**src/rtl/sprinkler_zone_sequencer.sv**
```systemverilog
// Timed sprinkler zone sequencer driving a 3-to-8 valve decoder.
// Walks masked zones 0..7 with rain pause, dead gaps and stop abort.
module sprinkler_zone_sequencer #(
   parameter int ZONE_TICKS = 16,
   parameter int GAP_TICKS  = 4,
   parameter int CNT_W      = 16
) (
   input  logic       clk,
   input  logic       rst_n,
   input  logic       start,
   input  logic       stop,
   input  logic [7:0] zone_mask,
   input  logic       rain_sense,
   output logic       enable,
   output logic       A,
   output logic       B,
   output logic       C,
   output logic       busy,
   output logic       done
);

   typedef enum logic [2:0] {
      S_IDLE,
      S_SEEK,
      S_WATER,
      S_GAP,
      S_DONE
   } state_t;

   localparam logic [CNT_W-1:0] ZONE_LOAD = CNT_W'(ZONE_TICKS - 1);
   localparam logic [CNT_W-1:0] GAP_LOAD  = CNT_W'(GAP_TICKS - 1);
   localparam logic [CNT_W-1:0] ONE       = CNT_W'(1);

   state_t           r_state;
   state_t           w_state_n;
   logic [CNT_W-1:0] r_timer;
   logic [CNT_W-1:0] w_timer_n;
   logic [7:0]       r_mask;
   logic [7:0]       w_mask_n;
   logic [2:0]       r_zidx;
   logic [2:0]       w_zidx_n;
   logic             r_en;
   logic             w_en_n;
   logic             r_busy;
   logic             w_busy_n;
   logic             r_done;
   logic             w_done_n;

   // Next-state, timer, zone index and next registered outputs.
   always_comb begin
      w_state_n = r_state;
      w_timer_n = r_timer;
      w_mask_n  = r_mask;
      w_zidx_n  = r_zidx;
      w_en_n    = 1'b0;
      w_done_n  = 1'b0;
      if (stop) begin
         w_state_n = S_IDLE;
      end else begin
         unique case (r_state)
            S_IDLE: begin
               if (start) begin
                  w_mask_n  = zone_mask;
                  w_zidx_n  = 3'd0;
                  w_state_n = S_SEEK;
               end
            end
            S_SEEK: begin
               if (r_mask[r_zidx]) begin
                  w_state_n = S_WATER;
                  w_timer_n = ZONE_LOAD;
                  w_en_n    = 1'b1;
               end else if (r_zidx == 3'd7) begin
                  w_state_n = S_DONE;
               end else begin
                  w_zidx_n  = r_zidx + 3'd1;
               end
            end
            S_WATER: begin
               if (!rain_sense) begin
                  if (r_timer == '0) begin
                     w_state_n = S_GAP;
                     w_timer_n = GAP_LOAD;
                  end else begin
                     w_timer_n = r_timer - ONE;
                     w_en_n    = 1'b1;
                  end
               end
            end
            S_GAP: begin
               if (r_timer == '0) begin
                  if (r_zidx == 3'd7) begin
                     w_state_n = S_DONE;
                  end else begin
                     w_zidx_n  = r_zidx + 3'd1;
                     w_state_n = S_SEEK;
                  end
               end else begin
                  w_timer_n = r_timer - ONE;
               end
            end
            S_DONE: begin
               w_state_n = S_IDLE;
               w_done_n  = 1'b1;
            end
            default: begin
               w_state_n = S_IDLE;
            end
         endcase
      end
      w_busy_n = (w_state_n != S_IDLE) && (w_state_n != S_DONE);
   end

   // State register and registered outputs.
   always_ff @(posedge clk or negedge rst_n) begin
      if (!rst_n) begin
         r_state <= S_IDLE;
         r_timer <= '0;
         r_mask  <= '0;
         r_zidx  <= '0;
         r_en    <= 1'b0;
         r_busy  <= 1'b0;
         r_done  <= 1'b0;
      end else begin
         r_state <= w_state_n;
         r_timer <= w_timer_n;
         r_mask  <= w_mask_n;
         r_zidx  <= w_zidx_n;
         r_en    <= w_en_n;
         r_busy  <= w_busy_n;
         r_done  <= w_done_n;
      end
   end

   assign enable    = r_en;
   assign {A, B, C} = r_zidx;
   assign busy      = r_busy;
   assign done      = r_done;

endmodule

```
**config.mk**
```make
export PLATFORM = sky130hd
export DESIGN_NAME = sprinkler_zone_sequencer
export DESIGN_NICKNAME = d
export VERILOG_FILES = /design/src/rtl/sprinkler_zone_sequencer.sv
export SDC_FILE = /design/constraint.sdc
export NUM_CORES = 1
export LEC_CHECK = 0
export ABC_CLOCK_PERIOD_IN_PS = 6200
export CORE_MARGIN = 2
export CORE_UTILIZATION = 50
export CTS_BUF_LIST = sky130_fd_sc_hd__clkbuf_8
export CTS_CLUSTER_DIAMETER = 120
export CTS_CLUSTER_SIZE = 10
export DETAILED_ROUTE_END_ITERATION = 12
export GPL_ROUTABILITY_DRIVEN = 0
export GPL_TIMING_DRIVEN = 0
export HOLD_SLACK_MARGIN = 0.06
export PLACE_DENSITY = 0.68
export SLEW_MARGIN = 5
export SYNTH_ARGS = -nofsm -noshare
export SYNTH_HDL_FRONTEND = slang
export SYNTH_SLANG_ARGS = --single-unit
```
**constraint.sdc**
```tcl
create_clock -name clk -period 6.2 [get_ports clk]
set_clock_uncertainty 0.2 [all_clocks]
set_input_delay 0.93 -clock clk [delete_from_list [all_inputs] [get_ports clk]]
set_output_delay 0.93 -clock clk [all_outputs]
set_load 0.005 [all_outputs]
```
==> flow_summary.yaml, run 1 <==
yosys:
  yosysSeqAreaShare: 0.420
  synth_top_area_cell: "dfrtp_1"
  ys.flop_type: "dfrtp_1"
  async_flop_share: 1.00
  synth_warnings: 0
  syn_inst: 196
  ys_types: 50
  synth_area_leaders: "dfrtp_1, mux2_2, nor2_1"
  synth_nets: 213
  avgSynthCellArea_um2: 10.0
  synth.top_cell.area_share: 0.420
  synth-edff-count: 0
  yosys_register_bits: 33
  synth_area_um2: 1970
floorplan:
  rows: 22
  core_um2: 3720
  io_pins: 19
  die_x_um: 66.7
  dieHeight_um: 66.7
  die_area_um2: 4450
  initial_utilization: 0.530
timing:
  slew_viol_final: 0
  tightest_slew_ps: 744
  setup_tns_ps: 0
  hold_viol: 0
  fin_crit_sh: 0.517
  rsz0062_at_grt: "false"
  setup_viol: 0
  period_minus_slack_ps: 3200
  hold_ws_ps: 305
  slew_headroom: 0.504
  fmaxAchievable_mhz: 312
place:
  hpwl_mm: 3.32
  portBuffers: 18
grt:
  grt.total_usage: 0.231
  grt_pass1_vias: 1602
  grt_overflow: 0
  antenna_found_initial: 0
  grt_max_degree: 34
  grt_pass1_wl_mm: 7.69
drt:
  drcViolationCount: 0
  met1_length_mm: 2.08
  viasPerCell: 6.00
  antenna_left: 0
  met2WireLength_mm: 2.28
  vias: 1621
  met3_length_um: 179
  wirelength_mm: 4.58
  firstDrtPassIters: 4
  drtIter0Drc: 94
  drt-wirelength-per-cell_um: 17.0
  highest_layer: "met4"
critical_path:
  crit_path_start_kind: "input port"
  endpoint_kind: "flip-flop"
  regToRegStartpoint: "r_timer[9]"
  worst-setup-path-type: "in -> reg"
  required_ps: 6200
  r2r_slack_ps: 3610
  path_max_fanout: 7
  r2r_cells: 5
  r2r-end: "r_timer[12]"
  critical_path_arrival_ps: 3200
  startpoint: "stop"
clock_tree:
  cts.clk_slew.worst_paths_ps: 60
  clock-sinks: 33
  cts_made_buffers: 5
  tritoncts: "yes"
  clk_latency_ps: 280
  cts_root_buf: "clkbuf_8"
  cts_setup_buffers: 0
  htree_levels: 2
  cts-resized-gates: 0
  clock_path_buffers: 2
  cts_hold_buf: 0
power:
  cellLeakagePower_nw: 0.959
  irDropWorstVdd_mv: 0.207
  p_total_mw: 0.894
  p_per_area_nw_per_um2: 391
cells_and_area:
  syn2layout_area_growth_pct: 16.1
  nFillCells: 322
  nets: 238
  diodes: 0
  drive_gt1_frac: 0.180
  utilization: 0.615
min_path:
  hold-path-endpoint: "r_mask[2]"
  min_path_type: "reg -> reg"
  min_from: "r_mask[2]"
  min_path_cells: 1
run_status:
  run_status: "finished clean"
flow_run:
  cap_violations: 0
-- metal layers --
| metal | up-vias | GRT usage |
|---|---|---|
| li1 | 787 | - |
| met1 | 794 | 0.308 |
| met2 | 35 | 0.378 |
| met3 | 5 | 0.0422 |
| met4 | 0 | 0.0765 |
| met5 | - | 0 |
-- power breakdown --
part	switching [mW]	total, mW	internal (mW)
Clock	0.0782	0.154	0.0761
Combinational	0.217	0.401	0.184
Sequential	0.0560	0.339	0.283
-- logic make-up after synthesis --
| group | synth area share |
|---|---|
| compound gates | 0.184 |
| fa+ha+maj | 0.0254 |
| buf+inv | 0.0515 |
| flops | 0.420 |
| mux | 0.0896 |
| simple gates | 0.229 |
-- critical path, stage by stage --
cell and delay (ps):
clkdlybuf4s50_1 460, nor2_1 380, o2111ai_1 330, or4_1 510
or4_1 410, a21oi_1 190
-- worst max path at each step --
stage	end	slack [ps]	cells past startpoint
6_report	r_timer[12]	3000	6
5_1_grt	r_timer[12]	2880	6
4_1_cts	r_timer[12]	3030	6
3_5_place_dp	r_timer[12]	2750	6
3_3_place_gp	r_timer[12]	2800	6
2_1_floorplan	r_timer[12]	3580	5
-- cell usage in the layout, fill, tap and decap left out, types with 2 or more instances in the layout --
cell             synthesis  routed
nand2_1                 10      10
nor3b_1                  2       2
clkinv_2                 0       2
nor3_1                   4       4
o31ai_1                  6       6
clkbuf_8                 1       6
dfrtp_1                 33      33
or4b_1                   3       3
a22o_1                   2       2
buf_4                    2       2
a211o_1                  3       3
or4_1                    8       8
clkbuf_1                 2       2
nor4b_1                  2       2
or3_1                    5       5
nor2_1                  18      18
nor2b_1                  4       4
nand3_1                  3       3
o41ai_1                  4       4
clkdlybuf4s50_1          0      17
o32ai_1                  2       2
ha_1                     4       4
o2111ai_1                3       3
nand2b_1                 4       4
inv_1                    9      10
a21oi_1                 12      12
a31oi_1                  3       3
buf_2                    4       5
mux2_2                  12      12
or4_4                    2       2
mux2i_1                  3       3
a211oi_1                 2       2
o21ai_0                  5       5
-- state kept, by name, indices dropped and copies added (netlist names) --
signal	flops
enable	1
done	1
r_timer	16
r_zidx	3
busy	1
r_mask	8
r_state	3
-- through the flow --
stage          cells  setup WS [ps]  cell area (um2)
2_1_floorplan    196           3580             1970
3_3_place_gp     262           2800             2210
3_5_place_dp     262           2750             2200
4_1_cts          270           3030             2290
5_1_grt          270           2880             2290
6_report         270           3000             2290
-- Yosys cell counts, types with 3 or more instances --
master / count
nor2_1: 18
o41ai_1: 4
a21oi_1: 12
mux2i_1: 3
nor3_1: 4
ha_1: 4
nand2_1: 10
o2111ai_1: 3
buf_2: 4
nor2b_1: 4
nand3_1: 3
mux2_2: 12
o21ai_0: 5
o31ai_1: 6
dfrtp_1: 33
or4b_1: 3
a31oi_1: 3
a211o_1: 3
or4_1: 8
nand2b_1: 4
inv_1: 9
or3_1: 5
-- cell type report --
| class | instances | area [um2] | area share |
|---|---|---|---|
| Multi-Input combinational cell | 144 | 1040 | 0.455 |
| Sequential cell | 33 | 826 | 0.361 |
| Timing Repair Buffer | 18 | 175 | 0.0766 |
| Clock buffer | 5 | 68.8 | 0.0301 |
| Buffer | 10 | 67.6 | 0.0296 |
| Tap cell | 48 | 60.1 | 0.0263 |
| Inverter | 9 | 33.8 | 0.0148 |
| Clock inverter | 3 | 13.8 | 0.00602 |
(Power assumes the default switching activity.)
==> run 2, diff against run 1 <==
ABC_CLOCK_PERIOD_IN_PS = 3050   (was 6200)
clock period = 3.05 ns   (was 6.2 ns; I/O delays follow)
==> results of run 2 <==
Same layout as run 1 (identical final DEF). Status: finished clean.
Main changes from that run: setup slack after placement 2750 ps -> 69.4 ps; clock-pin slew on the worst setup and hold paths 60 ps -> 70 ps; setup slack after layout 3000 ps -> 319 ps; hold slack 305 ps -> 32.5 ps; register-to-register setup slack 3610 ps -> 460 ps; total power 0.894 mW -> 1.82 mW; worst IR drop on VDD 0.207 mV -> 0.421 mV
==> run 3, diff against run 2 <==
CORE_ASPECT_RATIO = 1.25   (was not set)
GPL_ROUTABILITY_DRIVEN = not set   (was 0)
==> flow_summary.yaml, run 3 (same netlist as run 1, synthesis figures left out) <==
power:
  irDropWorstVdd_mv: 0.452
  p_per_area_nw_per_um2: 787
  switchingPower_mw: 0.704
  intPower_mw: 1.10
  cellLeakagePower_nw: 0.959
  switching_share: 0.390
  power_frac_clock: 0.173
  power_frac_seq: 0.380
  comb_power_share: 0.448
  p_total_mw: 1.81
timing:
  fmaxAchievable_mhz: 372
  setup_tns_ps: 0
  fin_ws_ps: 361
  hold_viol: 0
  setup_viol: 0
  fin_crit_sh: 0.882
  slew_viol_final: 0
  period_minus_slack_ps: 2690
  rsz0062_at_grt: "false"
  slew_headroom: 0.508
  hold_ws_ps: 29.9
  tightest_slew_ps: 738
critical_path:
  worst-setup-path-type: "in -> reg"
  cp_top_family: "simple AND/OR/NAND/NOR gates"
  critPathBufInv: 1
  path_max_fanout: 7
  required_ps: 3060
  critical_path_arrival_ps: 2700
  crit_path_start_kind: "input port"
  endpoint_kind: "flip-flop"
  crit_top_cell: "or4_1"
  worst_path_max_delay_cell: "or4_1"
  max_stage_delay_ps: 510
  path_cells: "clkdlybuf4s50_1, nor2_1, o2111ai_1, or4_1, or4_1, a21oi_1"
place:
  place.gp.congestion: 0.870
  portBuffers: 18
  dp_cells: 268
  hpwl_mm: 3.35
  pre_cts_ws_ps: 131
  placed_area_um2: 2210
clock_tree:
  cts_hold_buf: 0
  cts-resized-gates: 0
  cts_setup_buffers: 0
  cts_made_buffers: 5
  clock-sinks: 33
  tritoncts: "yes"
  htree_levels: 2
  cts.clk_slew.worst_paths_ps: 70
  cts_root_buf: "clkbuf_8"
  clock_path_buffers: 2
  clk_latency_ps: 290
cells_and_area:
  design_area_um2: 2290
  final_cell_count_no_fill: 276
  syn2layout_area_growth_pct: 16.5
  multi_input_area_um2: 1040
  utilization: 0.606
  diodes: 0
  layout_commonest_cell: "dfrtp_1"
  largest-register: "r_timer"
  nFillCells: 342
  nets: 238
  most-common-layout-cells: "dfrtp_1, nor2_1, clkdlybuf4s50_1"
  ff_latch_area_um2: 826
  largest_register_ffs: 16
  largest_registers: "r_timer x16, r_mask x8"
  drive_gt1_frac: 0.180
grt:
  use_met1: 0.274
  grt.total_usage: 0.237
  grtUsageMet2: 0.405
  grt_overflow: 0
  grt_pass1_wl_mm: 7.83
  grt.met3_usage: 0.0574
  grt_max_degree: 34
  antenna_found_initial: 0
  grt.busiest_layer: "met2"
  grt_pass1_vias: 1679
drt:
  drcViolationCount: 0
  viasPerCell: 6.16
  firstDrtPassIters: 4
  drtIter0Drc: 147
  wirelength_mm: 4.52
  vias: 1700
  antenna_left: 0
  drt-wirelength-per-cell_um: 16.4
floorplan:
  io_pins: 19
  die_area_um2: 4460
  initial_utilization: 0.520
  core_um2: 3780
  dieHeight_um: 74.1
  die_x_um: 60.1
  rows: 25
flow_run:
  cap_violations: 0
run_status:
  run_status: "finished clean"
min_path:
  min_path_type: "in -> async"
## run 3: cell counts in the layout (fill, tap and decap cells not counted)
No cell type changed its count.
## run 3: metal layers
| layer | up-vias | share of wire |
|---|---|---|
| met4 | 0 | 0.017 |
| met3 | 7 | 0.048 |
| met5 | - | 0 |
| li1 | 798 | - |
| met2 | 63 | 0.54 |
| met1 | 832 | 0.39 |
## run 3: worst paths after layout
path | startpoint | endpoint | slack (ps) | depth (start not counted)
worst max register to register | r_timer[9] | r_timer[13] | 430 | 5
max in group asynchronous | rst_n | r_timer[6] | 2150 | 1
min in group clk | r_mask[4] | r_mask[4] | 310 | 1
worst max-delay path | stop | r_timer[12] | 360 | 6
worst min register to register | r_mask[4] | r_mask[4] | 310 | 1
worst min-delay path | rst_n | r_timer[7] | 30 | 1
## run 3: power groups by stage
| stage | logic (mW) | clock network, mW | registers, mW |
|---|---|---|---|
| after global placement | 0.777 | 0 | 0.681 |
| after floorplan | 0.601 | 0 | 0.664 |
| after CTS | 0.812 | 0.320 | 0.685 |
| after detailed placement | 0.806 | 0 | 0.691 |
| final | 0.808 | 0.312 | 0.685 |
| after global routing | 0.897 | 0.343 | 0.706 |
## run 3: final cells by class
| type | count | area share |
|---|---|---|
| buffer | 10 | 0.0295 |
| clock buffer | 5 | 0.0300 |
| clock inverter | 3 | 0.00600 |
| inverter | 9 | 0.0147 |
| multi-input combinational | 144 | 0.454 |
| sequential | 33 | 0.360 |
| tap | 54 | 0.0295 |
| timing repair buffer | 18 | 0.0764 |
## run 3: worst register-to-register path, cell delays in order (launching register included)
cell and delay, ps:
dfrtp_1 420, or4_4 590, nor3_1 350, a21oi_2 200
nor3b_2 600, a21oi_1 110
